### src/rtl/tft_address_generator_if.sv
// Pixel request / address response bundle for tft_address_generator.
// The master drives the coordinate request. The slave returns the registered address and flags.
interface tft_address_generator_if #(
  parameter int unsigned XW = 9,
  parameter int unsigned YW = 9,
  parameter int unsigned AW = 18
);
  logic [XW-1:0] x;
  logic [YW-1:0] y;
  logic          in_valid;
  logic [AW-1:0] addr;
  logic          addr_valid;
  logic          addr_last;
  logic          out_of_range;

  modport master (
    output x, y, in_valid,
    input  addr, addr_valid, addr_last, out_of_range
  );

  modport slave (
    input  x, y, in_valid,
    output addr, addr_valid, addr_last, out_of_range
  );
endinterface

### src/rtl/tft_address_generator.sv
// Column-major frame-buffer address generator: addr = x*V_ACTIVE + y, one-cycle latency.
// Optional macro TFT_ADDR_RANGE_CHECK_EN flags coordinates outside the active area and
// suppresses the address for them. When the macro is undefined, out_of_range is tied low
// and any coordinate produces the truncated product-sum.
module tft_address_generator #(
  parameter int unsigned H_ACTIVE = 480,
  parameter int unsigned V_ACTIVE = 272,
  parameter int unsigned XW       = 9,
  parameter int unsigned YW       = 9,
  parameter int unsigned AW       = 18
) (
  input logic clk,
  input logic rst,
  tft_address_generator_if.slave bus
);

  localparam int unsigned SW = AW + 1;

  logic [SW-1:0] prod;
  logic [SW-1:0] sum;
  logic [AW-1:0] addr_next;
  logic          last_next;
  logic          unused_carry;

  // The x*V_ACTIVE term uses shift-add when V_ACTIVE is the default 272 = 256 + 16.
  generate
    if (V_ACTIVE == 272) begin : g_shift_add
      assign prod = (SW'(bus.x) << 8) + (SW'(bus.x) << 4);
    end else begin : g_const_mult
      assign prod = SW'(bus.x) * SW'(V_ACTIVE);
    end
  endgenerate

  assign sum          = prod + SW'(bus.y);
  assign addr_next    = sum[AW-1:0];
  assign unused_carry = sum[AW];
  assign last_next    = (bus.x == XW'(H_ACTIVE - 1)) && (bus.y == YW'(V_ACTIVE - 1));

  logic [AW-1:0] addr_q;
  logic          addr_valid_q;
  logic          addr_last_q;

`ifdef TFT_ADDR_RANGE_CHECK_EN
  logic in_range;
  logic out_of_range_q;

  // Widen by one bit so that the comparison is correct even when H_ACTIVE or V_ACTIVE equals 2**width.
  assign in_range = ({1'b0, bus.x} < (XW+1)'(H_ACTIVE)) &&
                    ({1'b0, bus.y} < (YW+1)'(V_ACTIVE));

  // Output register. Reset wins over a request on the same edge.
  // An out-of-range request zeroes addr and raises out_of_range.
  always_ff @(posedge clk) begin
    if (rst) begin
      addr_q         <= '0;
      addr_valid_q   <= 1'b0;
      addr_last_q    <= 1'b0;
      out_of_range_q <= 1'b0;
    end else if (bus.in_valid) begin
      if (in_range) begin
        addr_q         <= addr_next;
        addr_valid_q   <= 1'b1;
        addr_last_q    <= last_next;
        out_of_range_q <= 1'b0;
      end else begin
        addr_q         <= '0;
        addr_valid_q   <= 1'b0;
        addr_last_q    <= 1'b0;
        out_of_range_q <= 1'b1;
      end
    end else begin
      addr_valid_q   <= 1'b0;
      addr_last_q    <= 1'b0;
      out_of_range_q <= 1'b0;
    end
  end

  assign bus.out_of_range = out_of_range_q;
`else
  // Output register. Reset wins over a request on the same edge. addr holds while idle.
  always_ff @(posedge clk) begin
    if (rst) begin
      addr_q       <= '0;
      addr_valid_q <= 1'b0;
      addr_last_q  <= 1'b0;
    end else if (bus.in_valid) begin
      addr_q       <= addr_next;
      addr_valid_q <= 1'b1;
      addr_last_q  <= last_next;
    end else begin
      addr_valid_q <= 1'b0;
      addr_last_q  <= 1'b0;
    end
  end

  assign bus.out_of_range = 1'b0;
`endif

  assign bus.addr       = addr_q;
  assign bus.addr_valid = addr_valid_q;
  assign bus.addr_last  = addr_last_q;

endmodule

### src/flat_wrapper.sv
// flat-port wrapper written by rule: the top's interface ports become plain ports
module tft_address_generator_flat 
#(
  parameter int unsigned H_ACTIVE = 480,
  parameter int unsigned V_ACTIVE = 272,
  parameter int unsigned XW       = 9,
  parameter int unsigned YW       = 9,
  parameter int unsigned AW       = 18
)
  (clk, rst, bus_x, bus_y, bus_in_valid, bus_addr, bus_addr_valid, bus_addr_last, bus_out_of_range);
  tft_address_generator_if #(.XW(XW), .YW(YW), .AW(AW)) bus_i ();
  input logic clk;
  input logic rst;
  input wire logic [$bits(bus_i.x)-1:0] bus_x;
  input wire logic [$bits(bus_i.y)-1:0] bus_y;
  input wire logic [$bits(bus_i.in_valid)-1:0] bus_in_valid;
  output wire logic [$bits(bus_i.addr)-1:0] bus_addr;
  output wire logic [$bits(bus_i.addr_valid)-1:0] bus_addr_valid;
  output wire logic [$bits(bus_i.addr_last)-1:0] bus_addr_last;
  output wire logic [$bits(bus_i.out_of_range)-1:0] bus_out_of_range;
  assign bus_i.x = bus_x;
  assign bus_i.y = bus_y;
  assign bus_i.in_valid = bus_in_valid;
  assign bus_addr = bus_i.addr;
  assign bus_addr_valid = bus_i.addr_valid;
  assign bus_addr_last = bus_i.addr_last;
  assign bus_out_of_range = bus_i.out_of_range;
  tft_address_generator #(.H_ACTIVE(H_ACTIVE), .V_ACTIVE(V_ACTIVE), .XW(XW), .YW(YW), .AW(AW)) u_core (.clk(clk), .rst(rst), .bus(bus_i));
endmodule
### config.mk
export PLATFORM = sky130hd
export DESIGN_NAME = tft_address_generator_flat
export DESIGN_NICKNAME = d
export VERILOG_FILES = /design/src/rtl/tft_address_generator_if.sv /design/src/rtl/tft_address_generator.sv /design/src/flat_wrapper.sv
export SDC_FILE = /design/constraint.sdc
export NUM_CORES = 1
export LEC_CHECK = 0
export CAP_MARGIN = 0
export CELL_PAD_IN_SITES_DETAIL_PLACEMENT = 0
export CELL_PAD_IN_SITES_GLOBAL_PLACEMENT = 1
export CORE_ASPECT_RATIO = 1.5
export CORE_MARGIN = 1.5
export CORE_UTILIZATION = 46
export DETAILED_ROUTE_END_ITERATION = 8
export DONT_BUFFER_PORTS = 1
export PLACE_DENSITY_LB_ADDON = 0.1
export SYNTH_ARGS = -nofsm -noshare
export SYNTH_HDL_FRONTEND = slang
export SYNTH_SLANG_ARGS = --single-unit
### constraint.sdc
create_clock -name clk -period 3.44 [get_ports clk]
set_input_delay 1.032 -clock clk [delete_from_list [all_inputs] [get_ports clk]]
set_output_delay 1.032 -clock clk [all_outputs]
set_load 0.01 [all_outputs]
==> impl_results.md, run 1 <==
* Clock network fraction of design power at 28.9%
* Post-synthesis cell type count at 38
* Worst vdd ir at 0.474 mV
* P_int at 0.432 mW
* Cells on worst reg2reg path at 2
* Clk Latency, worst-skew pair at 250 ps
* Chip Width at 46.5 um
* Required @ worst endpoint at 3590 ps
* Inst Count DP at 171
* Drt wl/cell at 16.2 um
* Mapped cell area at 1300 um^2
* Fraction of synthesized cell area in xor and xnor cells at 5.37%
* Fill cells at 254
* Port bufs at 0
* Commonest cells post-synth: dfxtp_1 (20), nor2_1 (19), ha_1 (17), mux2i_1 (9)
* CTS sink count at 20
* Post-synthesis mux area share at 6.91%
* Synth Area in Adders at 19.4%
* Switch Pwr at 0.184 mW
* Synthesized area per cell at 9.31 um^2
* Syn Nets at 180
* Data arrival, critical path at 3110 ps
* Grt total ovfl at 0
* Post-Synth Simple-Gate Area at 15.8%
* Reg2reg start: u_core.bus.addr[11]$_SDFFE_PP0P_
* Root Buffer: clkbuf_8
* Prevailing post-synth register cell: dfxtp_1
* Synth area leader: dfxtp_1
* Hold crit path type: flip-flop to flip-flop
* Routed WL at 2840 um
* Top post-synthesis cells by area: dfxtp_1 (31%), ha_1 (16%), mux2i_1 (6.9%)
* Routed vias at 1020
* Maximum fanout along the worst path at 5
* Most common cell in the synthesized netlist: dfxtp_1
* Number of global-route vias before repair at 995
* Reg clk slew, reported paths at 70 ps
* Logic pwr share at 26.5%
* Post CTS Setup Buffer Count at 0
* Hpwl dp at 2350 um
* Syn. warnings at 0
* Floorplan row count at 23
* EDFF count, synth at 0
* CTS Buffer Depth at 2
* Layout area overhead at 5.76%
* Synthesized instance count at 140
* GPL Wtd Cong at 0.812
* Final setup fails at 0
* Initial antenna violation count at 0
* First-pass GRT wire length at 4320 um
* Fin nets at 179
* Placeable Area at 2680 um^2
* Vias per inst at 5.83
* Final TNS setup at 0 ps
* Crit Reg-Reg Endpoint: u_core.bus.addr[11]$_SDFFE_PP0P_
* Static Leak at 0.621 nW
* Seq. cell area at 400 um^2
* CTS Hold Bufs at 0
* Max-cap check violation count at 0
* Ys async rst share at 0%
* Fin crit share at 86.0%
* Hold WS at 512 ps
* Status: complete, no violations
* #FFs+latches synth at 20
* Crit path capture type: flip-flop
* Largest family of logic cells by synthesized area: adder cells
* Post-synthesis compound-gate area fraction at 18.0%
* Crit Path Category: input pin to flip-flop
* DRC violations left at 0
* RSZ-0062 raised after global routing: no
* Die Ht at 68.2 um
* GRT Resource Usage Total at 19.0%
* Layout Cells excl Fill at 175
* Antenna diode count at 0
* Largest net degree at the start of global routing at 22
* Seq pwr share at 44.7%
* CTS tree: done
* R2R Setup Slk at 2600 ps
* Final Skew at 0 ps
* Power density cells at 446 nW/um^2
* Worst setup SP type: input pin
* Initial Utilization at 48.7%
* Multi-input gate area at 858 um^2
* Share of layout cells above drive strength 1 at 5.80%
* CTS Buf Count at 3
* Post-synthesis sequential area ratio at 30.7%
* Hold violation total from the final report at 0
* Critical Path End: u_core.bus.addr[16]$_SDFFE_PP0P_
* Synth top area share at 30.7%
* H-tree depth at 1
* Post-route minimum period at 2960 ps
* First-pass detailed-route iteration total at 4
* Initial DRC count at 15
* Switching share of power at 29.8%
* Ports at 42
* Critical path origin: bus_y[8]
* Post-route ant nets at 0
* Final-report max-slew violation count at 0
* Resized Gates After CTS at 0
* Fmax at 338 MHz
* Die footprint at 3170 um^2
[placed cells by master, fill, tap and decap left out, types with 3 or more instances in the layout]
cell type	count
dfxtp_1	20
nor2_1	19
ha_1	17
mux2i_1	9
a21oi_1	7
xnor2_1	7
inv_1	5
a211oi_1	5
a21o_1	4
nand2_1	4
nand4_1	4
clkbuf_8	4
nor2b_1	3
o21ai_0	3
[cells by family after synthesis]
logic type,Yosys count
AOI/OAI and AO/OA,32
xor gates and xnor gates,8
adders and majority gates,19
buffers and inverters,11
DFF,20
muxes,9
other,1
and+or+nand+nor,40
[power by group through the flow]
stage	clock network [mW]	registers, mW	logic, mW
detailed placement	0	0.281	0.164
CTS	0.181	0.276	0.165
floorplan	0	0.277	0.139
finish	0.178	0.275	0.163
global placement	0	0.280	0.162
global route	0.189	0.277	0.182
[routing by layer]
layer | wire (um) | global-route usage (%) | share of wire, % | up-vias
li1 | - | - | - | 504
met1 | 1110 | 21.7 | 39 | 479
met2 | 1480 | 32.8 | 52 | 35
met3 | 226 | 7.12 | 7.9 | 2
met4 | 21 | 3.93 | 0.74 | 0
met5 | 0 | 0 | 0 | -
[how the worst min path moves through the flow]
| stage | from | endpoint | cells past startpoint |
|---|---|---|---|
| final | u_core.bus.addr[17]$_SDFFE_PP0P_ | u_core.bus.addr[17]$_SDFFE_PP0P_ | 2 |
| after detailed placement | u_core.bus.addr[17]$_SDFFE_PP0P_ | u_core.bus.addr[17]$_SDFFE_PP0P_ | 2 |
| after global placement | u_core.bus.addr[17]$_SDFFE_PP0P_ | u_core.bus.addr[17]$_SDFFE_PP0P_ | 2 |
| after global routing | u_core.bus.addr[17]$_SDFFE_PP0P_ | u_core.bus.addr[17]$_SDFFE_PP0P_ | 2 |
| after floorplan | u_core.bus.addr[17]$_SDFFE_PP0P_ | u_core.bus.addr[17]$_SDFFE_PP0P_ | 2 |
| after CTS | u_core.bus.addr[17]$_SDFFE_PP0P_ | u_core.bus.addr[17]$_SDFFE_PP0P_ | 2 |
[worst max-delay path, stage by stage]
cell       delay [ps]
inv_1              30
fa_1              530
inv_1              40
ha_1              350
a21o_1            190
a22oi_2           270
a2111oi_2         120
or3_1             310
a32o_1            240
[registers in the layout, indices dropped and copies added, names as in the netlist]
signal / count
u_core.bus.addr: 18
u_core.bus.addr_last: 1
u_core.bus.addr_valid: 1
[metrics by stage]
| step | area (um^2) | power [mW] | setup WS [ps] | utilization (%) |
|---|---|---|---|---|
| global route | 1380 | 0.648 | 408 | 51.5 |
| floorplan | 1300 | 0.416 | 325 | - |
| finish | 1380 | 0.615 | 481 | 51.5 |
| CTS | 1380 | 0.621 | 487 | 51.5 |
| global placement | 1320 | 0.442 | 261 | 49.5 |
| detailed placement | 1320 | 0.445 | 223 | 49.5 |
[cell type report]
class	count	area share [%]
multi-input cells	109	62.3
clock buffers	4	3.99
inverters	5	1.36
well taps	37	3.36
flip-flops and latches	20	29.0
No activity file was read; power rests on OpenSTA's default activity.
==> inputs of run 2 (changes only) <==
- PLACE_DENSITY: default -> 0.8
- PLACE_DENSITY_LB_ADDON: 0.1 -> default
==> run 2 against run 1 <==
Compared with the run above: combinational power down 3%; die area unchanged; critical endpoint unchanged; non-clock buffer count unchanged; worst hold slack better by 13 ps; sequential share of layout area down 0.34 points; sequential cell count unchanged; worst setup slack worse by 37 ps; critical path type unchanged; fmax down 1.2%; register-to-register slack about the same; clock skew unchanged; sequential power about the same.
==> impl_results.md, run 2 (same netlist as run 1, synthesis figures left out) <==
* Status: complete, no violations
* Chip Width at 46.5 um (unchanged)
* Hpwl dp at 2290 um (-2.2%)
* Initial DRC count at 14 (-1)
* Switching share of power at 28.0% (-1.8 points)
* Placed inst area at 1320 um^2 (unchanged)
* Grt total ovfl at 0 (unchanged)
* Antenna diode count at 0 (unchanged)
* CTS tree: done
* Root Buffer: clkbuf_8
* Most common cell after layout, fill and taps aside: dfxtp_1
* CTS sink count at 20 (unchanged)
* Routed WL at 2870 um (+0.81%)
* Layout area overhead at 7.01%
* Initial antenna violation count at 0 (unchanged)
* Met3 usage at 4.75% (-2.4 points)
* Fmax at 334 MHz (-1.2%)
* Util after Layout at 52.1% (+0.61 points)
* Crit Path Category: input pin to flip-flop
* Resized Gates After CTS at 0 (unchanged)
* RSZ-0062 raised after global routing: no
* Fin nets at 179 (unchanged)
* Final-report max-slew violation count at 0 (unchanged)
* CTS Buffer Depth at 2 (unchanged)
* Drt wl/cell at 16.4 um (+0.81%)
* Fill cells at 267 (+5.1%)
* Worst setup SP type: input pin
* Fin crit share at 87.1% (+1.1 points)
* Floorplan row count at 23 (unchanged)
* GPL Wtd Cong at 0.849 (+4.6%)
* P_int at 0.484 mW (+12%)
* CTS Hold Bufs at 0 (unchanged)
* Max-cap check violation count at 0 (unchanged)
* Crit path capture type: flip-flop
* Final setup fails at 0 (unchanged)
* Share of layout cells above drive strength 1 at 5.80% (unchanged)
* Port bufs at 0 (unchanged)
* Vias per inst at 5.77 (-0.98%)
* Die Ht at 68.2 um (unchanged)
* GRT Resource Usage Total at 20.4% (+1.5 points)
* GR Util met1 at 24.7% (+3.0 points)
* Switch Pwr at 0.189 mW (+2.8%)
* Post-Place Setup Slack at 173 ps (-50.5 ps)
* DRC violations left at 0 (unchanged)
* Post-route minimum period at 3000 ps (+36.8 ps)
* Setup slack after layout at 444 ps (-36.8 ps)
* Placeable Area at 2680 um^2 (unchanged)
* Data arrival, critical path at 3160 ps (+50 ps)
* Post CTS Setup Buffer Count at 0 (unchanged)
* Final instance area at 1400 um^2 (+1.2%)
* First-pass detailed-route iteration total at 4 (unchanged)
* Logic pwr share at 23.4% (-3.1 points)
* Die footprint at 3170 um^2 (unchanged)
* Max reg flops at 18 (unchanged)
* Overall Power at 0.673 mW (+9.4%)
* Power density cells at 483 nW/um^2 (+8.1%)
* Worst vdd ir at 0.283 mV (-40%)
* Met2 GRT Util at 34.2% (+1.4 points)
* Static Leak at 0.628 nW (+1.1%)
* Most frequent cells in the layout: dfxtp_1 (20), nor2_1 (19), ha_1 (17)
* Seq pwr share at 40.8% (-3.9 points)
* R2R Setup Slk at 2600 ps (about the same)
* First-pass GRT wire length at 4500 um (+4.1%)
* Hold crit path type: flip-flop to flip-flop
* Final TNS setup at 0 ps (unchanged)
* Hold violation total from the final report at 0 (unchanged)
* Clk Latency, worst-skew pair at 260 ps (about the same)
* Routed vias at 1010 (-0.98%)
* Number of global-route vias before repair at 992 (-0.30%)
* Post-route ant nets at 0 (unchanged)
* Required @ worst endpoint at 3600 ps (about the same)
* Reg clk slew, reported paths at 80 ps (about the same)
* GR peak layer: met2
* CTS Buf Count at 3 (unchanged)
* Maximum fanout along the worst path at 5 (unchanged)
* Initial Utilization at 48.7% (unchanged)
* Ports at 42 (unchanged)
* Largest net degree at the start of global routing at 22 (unchanged)
* Clock network fraction of design power at 35.7% (+6.8 points)
* Final Skew at 0 ps (unchanged)
* H-tree depth at 1 (unchanged)
run 2: cell count changes in the layout (fill, tap and decap cells not counted):
cell	change
bufinv_16	+1
clkbuf_8	-1
run 2: path summary, 6_finish.rpt:
kind                                                        from                               end  cells after the start
worst max-delay path                                    bus_y[8]  u_core.bus.addr[16]$_SDFFE_PP0P_                      9
worst min-delay path            u_core.bus.addr[17]$_SDFFE_PP0P_  u_core.bus.addr[17]$_SDFFE_PP0P_                      2
worst max register to register  u_core.bus.addr[11]$_SDFFE_PP0P_  u_core.bus.addr[11]$_SDFFE_PP0P_                      2
worst min register to register  u_core.bus.addr[17]$_SDFFE_PP0P_  u_core.bus.addr[17]$_SDFFE_PP0P_                      2
run 2: cell type report:
cell class              instances  area, um^2  share of cell area, %
clock buffers                   3        41.3                   2.96
clock inverters                 1        30.0                   2.15
inverters                       5        18.8                   1.35
multi-input cells             109         858                   61.5
flip-flops and latches         20         400                   28.7
well taps                      37        46.3                   3.32
run 2: power groups by stage:
stage | registers (mW) | clock network (mW) | logic, mW
6_report | 0.275 | 0.240 | 0.158
5_1_grt | 0.278 | 0.252 | 0.178
4_1_cts | 0.276 | 0.243 | 0.160
3_5_place_dp | 0.281 | 0 | 0.158
3_3_place_gp | 0.281 | 0 | 0.156
2_1_floorplan | 0.277 | 0 | 0.139
run 2: routing by layer:
metal	part of all wire, %	routed length (um)	vias to the layer above
li1	-	-	505
met1	43	1220	468
met2	50	1440	32
met3	5.7	164	5
met4	1.5	44	0
met5	0	0	-
run 2: metrics by stage:
step | hold slack, ps | cells
CTS | 532 | 175
global placement | 497 | 171
finish | 524 | 175
floorplan | 484 | 140
global route | 550 | 175
detailed placement | 521 | 171
run 2: critical path, cell delays in order:
cell and delay, ps:
inv_1 40, fa_1 540, inv_1 50, ha_1 360, a21o_1 190, a22oi_2 280
a2111oi_2 120, or3_1 320, a32o_1 240
==> inputs of run 3 (changes only) <==
- CORE_MARGIN: 1.5 -> 2
- GPL_TIMING_DRIVEN: default -> 0
==> run 3 against run 2 <==
Compared with the run above: die area is 3.6% higher; combinational power is 6% higher; worst hold slack worse by 17 ps; design area is 1.9% higher; sequential share of layout area is 0.53 points lower; clock power hardly changed; core utilization is 0.98 points higher; via count is 1.7% higher; first-iteration DRC count is 14% higher.
==> impl_results.md, run 3 (same netlist as run 1, synthesis figures left out) <==
* Status: complete, no violations
* Util after Layout at 53.1% (+0.98 points)
* Maximum fanout along the worst path at 5 (unchanged)
* GPL Wtd Cong at 0.811 (-4.5%)
* Max reg flops at 18 (unchanged)
* Met3 WL at 208 um (+27%)
* Share of layout cells above drive strength 1 at 6.25% (+0.45 points)
* Floorplan row count at 23 (unchanged)
* Worst setup SP type: input pin
* CTS Hold Bufs at 0 (unchanged)
* Data arrival, critical path at 3160 ps (about the same)
* CTS tree: done
* Reg clk slew, reported paths at 80 ps (about the same)
* Resized Gates After CTS at 0 (unchanged)
* Hold violation total from the final report at 0 (unchanged)
* Largest delay share family, worst path: adder cells
* Most common cell after layout, fill and taps aside: dfxtp_1
* Port bufs at 0 (unchanged)
* Required @ worst endpoint at 3600 ps (about the same)
* Die Ht at 69.2 um (+1.5%)
* Crit Path Category: input pin to flip-flop
* Fin nets at 185 (+3.4%)
* Die footprint at 3280 um^2 (+3.6%)
* Post-Place Setup Slack at 164 ps (-8.95 ps)
* Initial antenna violation count at 0 (unchanged)
* Placed inst area at 1350 um^2 (+2.0%)
* Top layer in use: met4
* Worst slew margin at 58.3%
* Final-report max-slew violation count at 0 (unchanged)
* H-tree depth at 1 (unchanged)
* Number of global-route vias before repair at 1084 (+9.3%)
* Most numerous cell on the critical path: inv_1
* Chip Width at 47.5 um (+2.2%)
* CTS sink count at 20 (unchanged)
* Hold crit path type: flip-flop to flip-flop
* Clk Latency, worst-skew pair at 260 ps (about the same)
* Post CTS Setup Buffer Count at 0 (unchanged)
* Crit path capture type: flip-flop
* Power density cells at 479 nW/um^2 (-0.77%)
* Fin crit share at 87.2% (+0.16 points)
* CTS Buf Count at 3 (unchanged)
* RSZ-0062 raised after global routing: no
* DRT met1 WL at 1070 um (-13%)
* Fmax at 333 MHz (-0.18%)
* Vias per inst at 5.67 (-1.7%)
* Antenna diode count at 0 (unchanged)
* Met2 wire length at 1520 um (+5.8%)
* Setup slack after layout at 439 ps (-5.40 ps)
* CTS Buffer Depth at 2 (unchanged)
* Fill cells at 259 (-3.0%)
* Layout area overhead at 9.02%
* Largest net degree at the start of global routing at 13 (-41%)
* Cell Chain, Critical Path: inv_1 -> fa_1 -> inv_1 -> ha_1 -> a21o_1 -> a22oi_2 -> a2111oi_2 -> or3_1 -> a32o_1
* Static Leak at 0.639 nW (+1.8%)
* Most frequent cells in the layout: dfxtp_1 (20), nor2_1 (19), ha_1 (17)
* First-pass detailed-route iteration total at 4 (unchanged)
* Placeable Area at 2680 um^2 (unchanged)
* DRC violations left at 0 (unchanged)
* Hpwl dp at 2410 um (+4.9%)
* Final Skew at 0 ps (unchanged)
* Worst Tran Pin Value at 626 ps
* Drt wl/cell at 15.8 um (-3.6%)
* Initial Utilization at 48.7% (unchanged)
* GRT Resource Usage Total at 19.3% (-1.1 points)
* Max-cap check violation count at 0 (unchanged)
* Routed vias at 1027 (+1.7%)
* Initial DRC count at 16 (+2)
* Worst vdd ir at 0.219 mV (-23%)
* Ports at 42 (unchanged)
* Final instance area at 1420 um^2 (+1.9%)
* Worst Path Buf+Inv at 2 (unchanged)
* Post-route minimum period at 3000 ps (+5.40 ps)
* Max stage delay cell, worst path: fa_1
* Final TNS setup at 0 ps (unchanged)
* CP peak stage delay at 530 ps (about the same)
* First-pass GRT wire length at 4720 um (+4.9%)
* Root Buffer: clkbuf_8
* Post-route ant nets at 0 (unchanged)
* Grt total ovfl at 0 (unchanged)
* Final setup fails at 0 (unchanged)
* Routed WL at 2860 um (-0.28%)
## run 3: cell types whose count changed in the layout (fill, tap and decap cells not counted)
cell,change
buf_4,+1
buf_1,+1
clkbuf_1,+4
## run 3: layout make-up
| class | count | area, um^2 | area share [%] |
|---|---|---|---|
| Buffer | 6 | 26.3 | 1.85 |
| Clock buffer | 3 | 41.3 | 2.90 |
| Clock inverter | 1 | 30.0 | 2.11 |
| Inverter | 5 | 18.8 | 1.32 |
| Multi-Input combinational cell | 109 | 858 | 60.4 |
| Sequential cell | 20 | 400 | 28.2 |
| Tap cell | 37 | 46.3 | 3.26 |
## run 3: routing by layer
metal  track usage, %  vias up
li1                 -      514
met1             21.4      477
met2             33.2       32
met3             3.91        4
met4             8.02        0
met5                0        -
## run 3: power by group
part	internal [mW]	switching, mW	total [mW]
Combinational	0.0780	0.0900	0.168
Clock	0.155	0.0825	0.238
Sequential	0.252	0.0225	0.275
## run 3: worst min-delay path, delay by kind of cell, from the launching register on
family / cells / cell delay, ps
flops: 1 / 340
compound gates: 1 / 60
simple gates: 1 / 60
## run 3: path summary, 6_finish.rpt
path                                         start                                to  slack [ps]  depth (start not counted)
setup / recovery                          bus_y[8]  u_core.bus.addr[16]$_SDFFE_PP0P_         440                          9
hold / removal    u_core.bus.addr[17]$_SDFFE_PP0P_  u_core.bus.addr[17]$_SDFFE_PP0P_         510                          2
setup reg to reg  u_core.bus.addr[11]$_SDFFE_PP0P_  u_core.bus.addr[11]$_SDFFE_PP0P_        2570                          2
hold reg to reg   u_core.bus.addr[17]$_SDFFE_PP0P_  u_core.bus.addr[17]$_SDFFE_PP0P_         510                          2
## run 3: metrics by stage
stage               hold slack, ps  total power, mW  std cells
finish                         508            0.681        181
global route                   538            0.718        181
CTS                            514            0.689        181
detailed placement             502            0.449        177
global placement               501            0.445        177
floorplan                      484            0.416        140
